`config.mk`:
```
export PLATFORM = sky130hd
export DESIGN_NAME = dm_cache_fsm
export DESIGN_NICKNAME = d
export VERILOG_FILES = /design/src/rtl/dm_cache_fsm_pkg.sv /design/src/rtl/dm_cache_fsm.sv
export SDC_FILE = /design/constraint.sdc
export NUM_CORES = 1
export LEC_CHECK = 0
export ABC_AREA = 1
export BUFFER_PORTS_ARGS = -buffer_cell sky130_fd_sc_hd__buf_2
export CORE_AREA = 2 2 276 278
export DETAILED_ROUTE_END_ITERATION = 8
export DIE_AREA = 0 0 278 280
export GPL_ROUTABILITY_DRIVEN = 0
export GPL_TIMING_DRIVEN = 0
export HOLD_SLACK_MARGIN = 0.15
export RECOVER_POWER = 100
export REMOVE_ABC_BUFFERS = 1
export SLEW_MARGIN = 25
export SYNTH_ARGS = -nofsm -noshare
export SYNTH_HDL_FRONTEND = slang
export SYNTH_SLANG_ARGS = --single-unit
```
`constraint.sdc`:
```
create_clock -name clk -period 13.93 [get_ports clk]
set_input_delay 2.786 -clock clk [delete_from_list [all_inputs] [get_ports clk]]
set_output_delay 2.786 -clock clk [all_outputs]
set_load 0.01 [all_outputs]
```
`src/rtl/dm_cache_fsm_pkg.sv`:
```
// Shared types for the direct-mapped write-back data cache.
// Address split, line/tag entry formats and controller states.
package cache_definition;

  localparam int ADDR_W = 32;
  localparam int WORD_W = 32;
  localparam int LINE_W = 128;

  localparam int TAG_MSB = 31;
  localparam int TAG_LSB = 14;
  localparam int IDX_MSB = 13;
  localparam int IDX_LSB = 4;
  localparam int WRD_MSB = 3;
  localparam int WRD_LSB = 2;

  localparam int TAG_W = TAG_MSB - TAG_LSB + 1;
  localparam int IDX_W = IDX_MSB - IDX_LSB + 1;
  localparam int OFF_W = IDX_LSB;

  typedef logic [LINE_W-1:0] cache_data_type;

  typedef struct packed {
    logic [TAG_W-1:0] tag;
    logic             valid;
    logic             dirty;
  } cache_table_type;

  typedef struct packed {
    logic [IDX_W-1:0] index;
    logic             we;
  } cache_index_type;

  typedef enum logic [2:0] {
    INIT,
    IDLE,
    COMPARE,
    WRITE_BACK,
    ALLOCATE,
    REREAD
  } cache_state_type;

  function automatic logic [WORD_W-1:0] get_word(
    input cache_data_type line,
    input logic [1:0]     sel
  );
    return line[{sel, 5'b00000} +: WORD_W];
  endfunction

  function automatic cache_data_type merge_word(
    input cache_data_type    line,
    input logic [1:0]        sel,
    input logic [WORD_W-1:0] word
  );
    cache_data_type res;
    res = line;
    res[{sel, 5'b00000} +: WORD_W] = word;
    return res;
  endfunction

endpackage

```
`src/rtl/dm_cache_fsm.sv`:
```
// Direct-mapped write-back, write-allocate cache controller.
// Drives tag table and data array; handles refill and victim write-back.
module dm_cache_fsm
  import cache_definition::*;
#(
  parameter int NUM_LINES = 1024,
  parameter bit INIT_EN   = 1'b1
) (
  input  logic                  clk,
  input  logic                  rst,
  input  logic                  cpu_valid,
  input  logic                  cpu_rw,
  input  logic [ADDR_W-1:0]     cpu_addr,
  input  logic [WORD_W-1:0]     cpu_wdata,
  output logic [WORD_W-1:0]     cpu_rdata,
  output logic                  cpu_ready,
  output logic                  mem_valid,
  output logic                  mem_rw,
  output logic [ADDR_W-1:0]     mem_addr,
  output cache_data_type        mem_wdata,
  input  cache_data_type        mem_rdata,
  input  logic                  mem_ready,
  output cache_index_type       table_index,
  output cache_table_type       table_write,
  input  cache_table_type       table_read,
  output cache_index_type       data_index,
  output cache_data_type        data_write,
  input  cache_data_type        data_read
);

  localparam logic [IDX_W-1:0] LAST = IDX_W'(NUM_LINES - 1);

  cache_state_type state;
  cache_state_type state_nx;

  logic [IDX_W-1:0]  cnt;
  logic [IDX_W-1:0]  cnt_nx;

  logic [ADDR_W-1:0] req_addr;
  logic [WORD_W-1:0] req_wdata;
  logic              req_rw;

  cache_data_type    vic_line;
  logic [TAG_W-1:0]  vic_tag;

  logic              accept;
  logic              vic_load;
  logic              hit;

  logic [TAG_W-1:0]  req_tag;
  logic [IDX_W-1:0]  req_idx;
  logic [1:0]        req_word;
  logic [IDX_W-1:0]  cpu_idx;

  assign req_tag  = req_addr[TAG_MSB:TAG_LSB];
  assign req_idx  = req_addr[IDX_MSB:IDX_LSB];
  assign req_word = req_addr[WRD_MSB:WRD_LSB];
  assign cpu_idx  = cpu_addr[IDX_MSB:IDX_LSB];

  assign hit = table_read.valid
            && (table_read.tag == req_tag);

  always_ff @(posedge clk or posedge rst) begin
    if (rst) begin
      if (INIT_EN) begin
        state <= INIT;
      end else begin
        state <= IDLE;
      end
      cnt       <= '0;
      req_addr  <= '0;
      req_wdata <= '0;
      req_rw    <= 1'b0;
      vic_line  <= '0;
      vic_tag   <= '0;
    end else begin
      state <= state_nx;
      cnt   <= cnt_nx;
      if (accept) begin
        req_addr  <= cpu_addr;
        req_wdata <= cpu_wdata;
        req_rw    <= cpu_rw;
      end
      if (vic_load) begin
        vic_line <= data_read;
        vic_tag  <= table_read.tag;
      end
    end
  end

  always_comb begin
    state_nx    = state;
    cnt_nx      = cnt;
    accept      = 1'b0;
    vic_load    = 1'b0;
    cpu_ready   = 1'b0;
    cpu_rdata   = '0;
    mem_valid   = 1'b0;
    mem_rw      = 1'b0;
    mem_addr    = '0;
    mem_wdata   = '0;
    table_index = '{index: req_idx, we: 1'b0};
    table_write = '0;
    data_index  = '{index: req_idx, we: 1'b0};
    data_write  = '0;

    unique case (state)
      INIT: begin
        // Write strobe held off while reset is asserted
        table_index = '{index: cnt, we: !rst};
        cnt_nx      = cnt + 1'b1;
        if (cnt == LAST) begin
          state_nx = IDLE;
        end
      end

      IDLE: begin
        table_index.index = cpu_idx;
        data_index.index  = cpu_idx;
        if (cpu_valid) begin
          accept   = 1'b1;
          state_nx = COMPARE;
        end
      end

      COMPARE: begin
        if (hit) begin
          cpu_ready = 1'b1;
          state_nx  = IDLE;
          if (req_rw) begin
            table_index.we = 1'b1;
            data_index.we  = 1'b1;
            table_write    = '{tag: req_tag,
                               valid: 1'b1,
                               dirty: 1'b1};
            data_write     = merge_word(data_read,
                                        req_word,
                                        req_wdata);
          end else begin
            cpu_rdata = get_word(data_read, req_word);
          end
        end else if (table_read.valid && table_read.dirty) begin
          vic_load = 1'b1;
          state_nx = WRITE_BACK;
        end else begin
          state_nx = ALLOCATE;
        end
      end

      WRITE_BACK: begin
        mem_valid = 1'b1;
        mem_rw    = 1'b1;
        mem_addr  = {vic_tag, req_idx, {OFF_W{1'b0}}};
        mem_wdata = vic_line;
        if (mem_ready) begin
          state_nx = ALLOCATE;
        end
      end

      ALLOCATE: begin
        mem_valid = 1'b1;
        mem_addr  = {req_tag, req_idx, {OFF_W{1'b0}}};
        if (mem_ready) begin
          table_index.we = 1'b1;
          data_index.we  = 1'b1;
          table_write    = '{tag: req_tag,
                             valid: 1'b1,
                             dirty: 1'b0};
          data_write     = mem_rdata;
          state_nx       = REREAD;
        end
      end

      // Tables hold their outputs on write cycles; fetch the new line
      REREAD: begin
        state_nx = COMPARE;
      end

      default: begin
        state_nx = INIT;
      end
    endcase
  end

endmodule
```
# Word-level counts from Yosys, hierarchy flattened

Index checks and enable logic that the tools add are counted.

Memories kept: 0
RAM bits: 0
Logic and storage cells: 66
Bits in latches: 0
Output and inout bits: 365
Memory bits (read-only): 0
Bits in registers: 224

Magnitude comparators: 0
Equality and inequality tests: 11
Shifts and indexed selects: 3
Mux-type cells: 37
Bitwise operators: 0
Div/mod/pow operators: 0
Reductions and logical operators: 6
Add/subtract/negate cells: 2
Multipliers: 0

Operators with widths:

| kind                       | number |
|---|---|
| $mux W128                  | 4 |
| $pmux W128 S2              | 1 |
| $bwmux W128                | 1 |
| $shift A32 B9 Y128 const A | 1 |
| $shiftx A128 B8 Y32        | 1 |
| $shiftx A32 B9 Y128        | 1 |
| $mux W32                   | 3 |
| $pmux W32 S2               | 1 |
| $mux W20                   | 3 |
| $pmux W20 S2               | 1 |
| $pmux W10 S2               | 1 |
| $eq A18 B18 Y1             | 1 |
| $mux W3                    | 6 |
| $pmux W3 S6                | 1 |
| $mux W1                    | 12 |
| $add A10 B1 Y10 const B    | 1 |
| $eq A10 B10 Y1 const B     | 1 |
| $mux W10                   | 1 |
| $neg A7 Y9                 | 1 |
| $ne A2 B2 Y1 const B       | 4 |
| $eq A3 B2 Y1 const B       | 2 |
| $eq A3 B3 Y1 const B       | 2 |
| $reduce_and A4 Y1          | 1 |
| $eq A3 B1 Y1 const B       | 1 |
| other kinds (6)            | 7 |

# Depth between registers and ports, before layout

Depth in word-level cells: 6
Depth in mapped cells: 14
Gate-level depth less buffers: 12

# Least setup slack after synthesis

OpenSTA, ideal clock, no wires.

Kind: input to output
Start: input port table_read[12] (netlist name)
End: output port cpu_rdata[10]
Required time: 11.144 ns
Setup slack: 7.181 ns
Arrival: 3.963 ns
Stages on the path: 8
Buffers on the path: 1
Cell sequence: xnor2_1 nand2_1 nor3_2 nand3_1 nor2_2 nand2_1 buf_2 nor2_1

Cells in the longest elaborated chain, start to end: 4

RTL lines:

| what                | RTL line            | text |
|---|---|---|
| start: declaration  | dm_cache_fsm.sv:25  | `input cache_table_type table_read,` |
| $eq A18 B18 Y1      | dm_cache_fsm.sv:61  | `&& (table_read.tag == req_tag);` |
| $logic_and A1 B1 Y1 | dm_cache_fsm.sv:61  |  |
| $mux W32            | dm_cache_fsm.sv:127 | `if (hit) begin` |
| $mux W32            | dm_cache_fsm.sv:107 | `unique case (state)` |
| end: declaration    | dm_cache_fsm.sv:15  | `output logic [WORD_W-1:0] cpu_rdata,` |

No other way between the ends.

# Final worst setup path

Start: input port table_read[6] (netlist name)
End: output port data_write[84]

Cells in the longest elaborated chain, start to end: 4

RTL lines:

| what                | RTL line            | text |
|---|---|---|
| $eq A18 B18 Y1      | dm_cache_fsm.sv:61  |  |
| $logic_and A1 B1 Y1 | dm_cache_fsm.sv:61  |  |
| $mux W128           | dm_cache_fsm.sv:127 |  |
| $pmux W128 S2       | dm_cache_fsm.sv:107 |  |
| end: declaration    | dm_cache_fsm.sv:27  | `output cache_data_type data_write,` |

No other way between the ends.

==> impl_results.md <==
* Status: finished with violations
* Violated checks: max-capacitance violations, max-slew violations
* Synth area leader: dfrtp_1
* GRT overflow at 0
* Final Util at 26.2%
* Post-synth top flop: dfrtp_1
* Post-CTS setup buffers at 0
* DRC Markers at 0
* Final Cycle Share at 76.8%
* M3 GR Usage at 3.66%
* Worst-path fanout max at 60
* Height of the die at 280 µm
* Num ports at 710
* Unrepaired setup endpoints after global routing: false
* Pwr Density at 81.0 nW/µm²
* Worst Hold Class: register to register
* Hold depth at 2
* Required arrival time at the worst endpoint at 11.14 ns
* Worst-Margin Slew at 4.94 ns
* Most used routing layer: met2
* Avg Inst Size Synth at 6.44 µm²
* Ratio of cells with drive above 1 in the final layout at 15.6%
* FMAX at 0.0934 GHz
* Yosys top cell area share at 37.7%
* Die width at 278 µm
* Post-CTS sizing at 0
* Synthesis warning total at 0
* CTS max path bufs at 3
* Critical R2R Launch: state[0]$_DFFE_PP0P_
* Asr flop ratio synth at 100%
* P&R area growth vs syn at 33.8%
* Vias in the first global route at 16,670
* Number of clock sinks at 222
* Seq/Total Area, Yosys at 37.7%
* Port-buffer cells at 703
* Total wire length at 71,500 µm
* Crit path capture type: primary output
* Fillers at 8,705
* WHS at 0.483 ns
* DP Wirelength at 53,900 µm
* GRT Total Usage at 17.4%
* Placed Cells at 3,840
* Slew Viols, Final at 798
* Top cells by area, synth: dfrtp_1 38%, nand2_1 18%, inv_1 8.7%
* Fin. Hold Viols at 0
* Commonest non-fill, non-tap cell in the layout: nand2_1
* Crit Reg-Reg Endpoint: state[2]$_DFFE_PP0P_
* Register bit total from synthesis at 222
* Row cnt at 101
* Largest net degree at the start of global routing at 85
* DR WL/cell at 18.4 µm
* Worst relative slew slack at -229%
* Most frequent cells in the layout: 697 x nand2_1, 370 x clkbuf_1, 349 x buf_2, 341 x inv_1, 252 x nor2_1
* Initial antenna violation count at 5
* Final cell count without fillers at 3,895
* Max-cap viol count at 13
* Fin nets at 3,244
* Post-route antenna net violation count at 0
* Met1 Track Usage GR at 21.0%
* Hold_sp: vic_line[98]$_DFFE_PP0P_
* Netlist cell types at 32
* Starting density of the core at 19.6%
* TritonCTS clock tree: done
* Min cycle time layout at 10.71 ns
* Startpoint class of the critical path: input port
* Met2 Usage GRT at 28.5%
* Mapped Area at 14,700 µm²
* Critical setup path kind: input port to primary output
* First-pass GRT wire length at 103,000 µm
* Clk_skew at 0.0123 ns
* Vias/cell at 4.52
* Pre-CTS setup slack at 5.36 ns
* R2r setup slk at 7.09 ns
* Hold-fix buffers, CTS at 0
* Die Area at 77,800 µm²
* H-tree levels at 1
* First-pass detailed-route iteration total at 5
* Arr. time, crit path at 7.92 ns
* CTS Root Cell: clkbuf_16
* Detailed-route via count at 17,622
* Starting DRT DRC Count at 1,180
* Final setup margin at 3.22 ns
* Worst r2r path cells at 10
* Leak at 10.0 nW
* Cts bufs inserted at 29
* Post-synth EDFFs at 0
* Synthesized netlist cell count at 2,288
* Hold Path End: vic_line[98]$_DFFE_PP0P_
* Core Box Area at 75,200 µm²
* Worst VDD drop at 0.0000783 V
* Clock slew at reported path FFs at 0.06 ns
* Clk_lat worst skew at 0.58 ns
* Final number of setup-violating endpoints at 0
## cell usage after synthesis (all sizes together) (2+ instances only)
cell,instances
nand2,697
inv,356
nor2,254
o21ai,238
dfrtp,222
a21oi,135
o22ai,96
buf,85
clkbuf,79
nand3,42
o32ai,32
mux2,11
xor2,8
ha,6
nand4,5
o211ai,5
nor3,4
o221ai,3
clkinv,2
xnor2,2
## flip-flops by register name, summed over array words and instances, names as in the netlist
name / cells
req_rw: 1
req_wdata: 32
req_addr: 30
cnt: 10
vic_tag: 18
state: 3
vic_line: 128
## worst max path at each step
stage | from | endpoint | slack [ns] | cells past startpoint
3_3_place_gp | mem_ready | table_write[8] | -2.13 | 6
5_1_grt | table_read[14] | data_write[58] | 2.82 | 14
4_1_cts | table_read[12] | data_write[93] | 5.35 | 12
2_1_floorplan | mem_ready | table_write[12] | 2.63 | 4
6_report | table_read[6] | data_write[84] | 3.22 | 14
3_5_place_dp | table_read[12] | data_write[93] | 5.36 | 12
## power breakdown
part	switching (mW)	total, mW	internal [mW]
Clock	0.319	0.792	0.473
Combinational	0.0754	0.133	0.0574
Sequential	0.00864	0.670	0.662
## worst max-delay path: stages
cell	delay (ns)
buf_2	0.11
inv_1	0.06
nand2_1	0.05
nand2_1	0.13
nor2_1	0.07
nand2_1	0.05
nor2_1	0.04
nand3_1	0.15
nor2_1	0.06
nand2_1	0.66
clkinvlp_2	2.32
nand2_1	1.04
nand2_1	0.12
clkbuf_1	0.16
## final cells by class
type | count | area (µm²) | share of cell area [%]
inverters | 358 | 1350 | 6.87
diodes | 2 | 5.00 | 0.0254
multi-input cells | 1547 | 7080 | 35.9
clock buffers | 40 | 837 | 4.25
flip-flops and latches | 222 | 5560 | 28.2
clock inverters | 13 | 150 | 0.762
well taps | 978 | 1220 | 6.21
repair buffers | 735 | 3490 | 17.7
## logic make-up after synthesis
family                     share of synthesized area (%)
adders and majority gates                          0.510
muxes                                              0.841
AOI/OAI and AO/OA                                   19.2
other                                             0.0255
and+or+nand+nor                                     26.2
buffers and inverters                               14.9
xor gates and xnor gates                           0.595
DFF                                                 37.7
## metrics by stage
stage	TNS, ns	instance area [µm²]	power (mW)
2_1_floorplan	0	13900	0.739
3_3_place_gp	-40.89	18600	0.812
3_5_place_dp	0	19400	0.816
4_1_cts	0	20400	1.62
5_1_grt	0	19700	1.66
6_report	0	19700	1.60
## per-layer routing
layer  vias up  wire (µm)
met1      8127      29000
li1       8381          -
met2       936      32300
met5         -         13
met4         2       4430
met3       176       5840
Note: power is estimated with default switching activity, not from simulation.
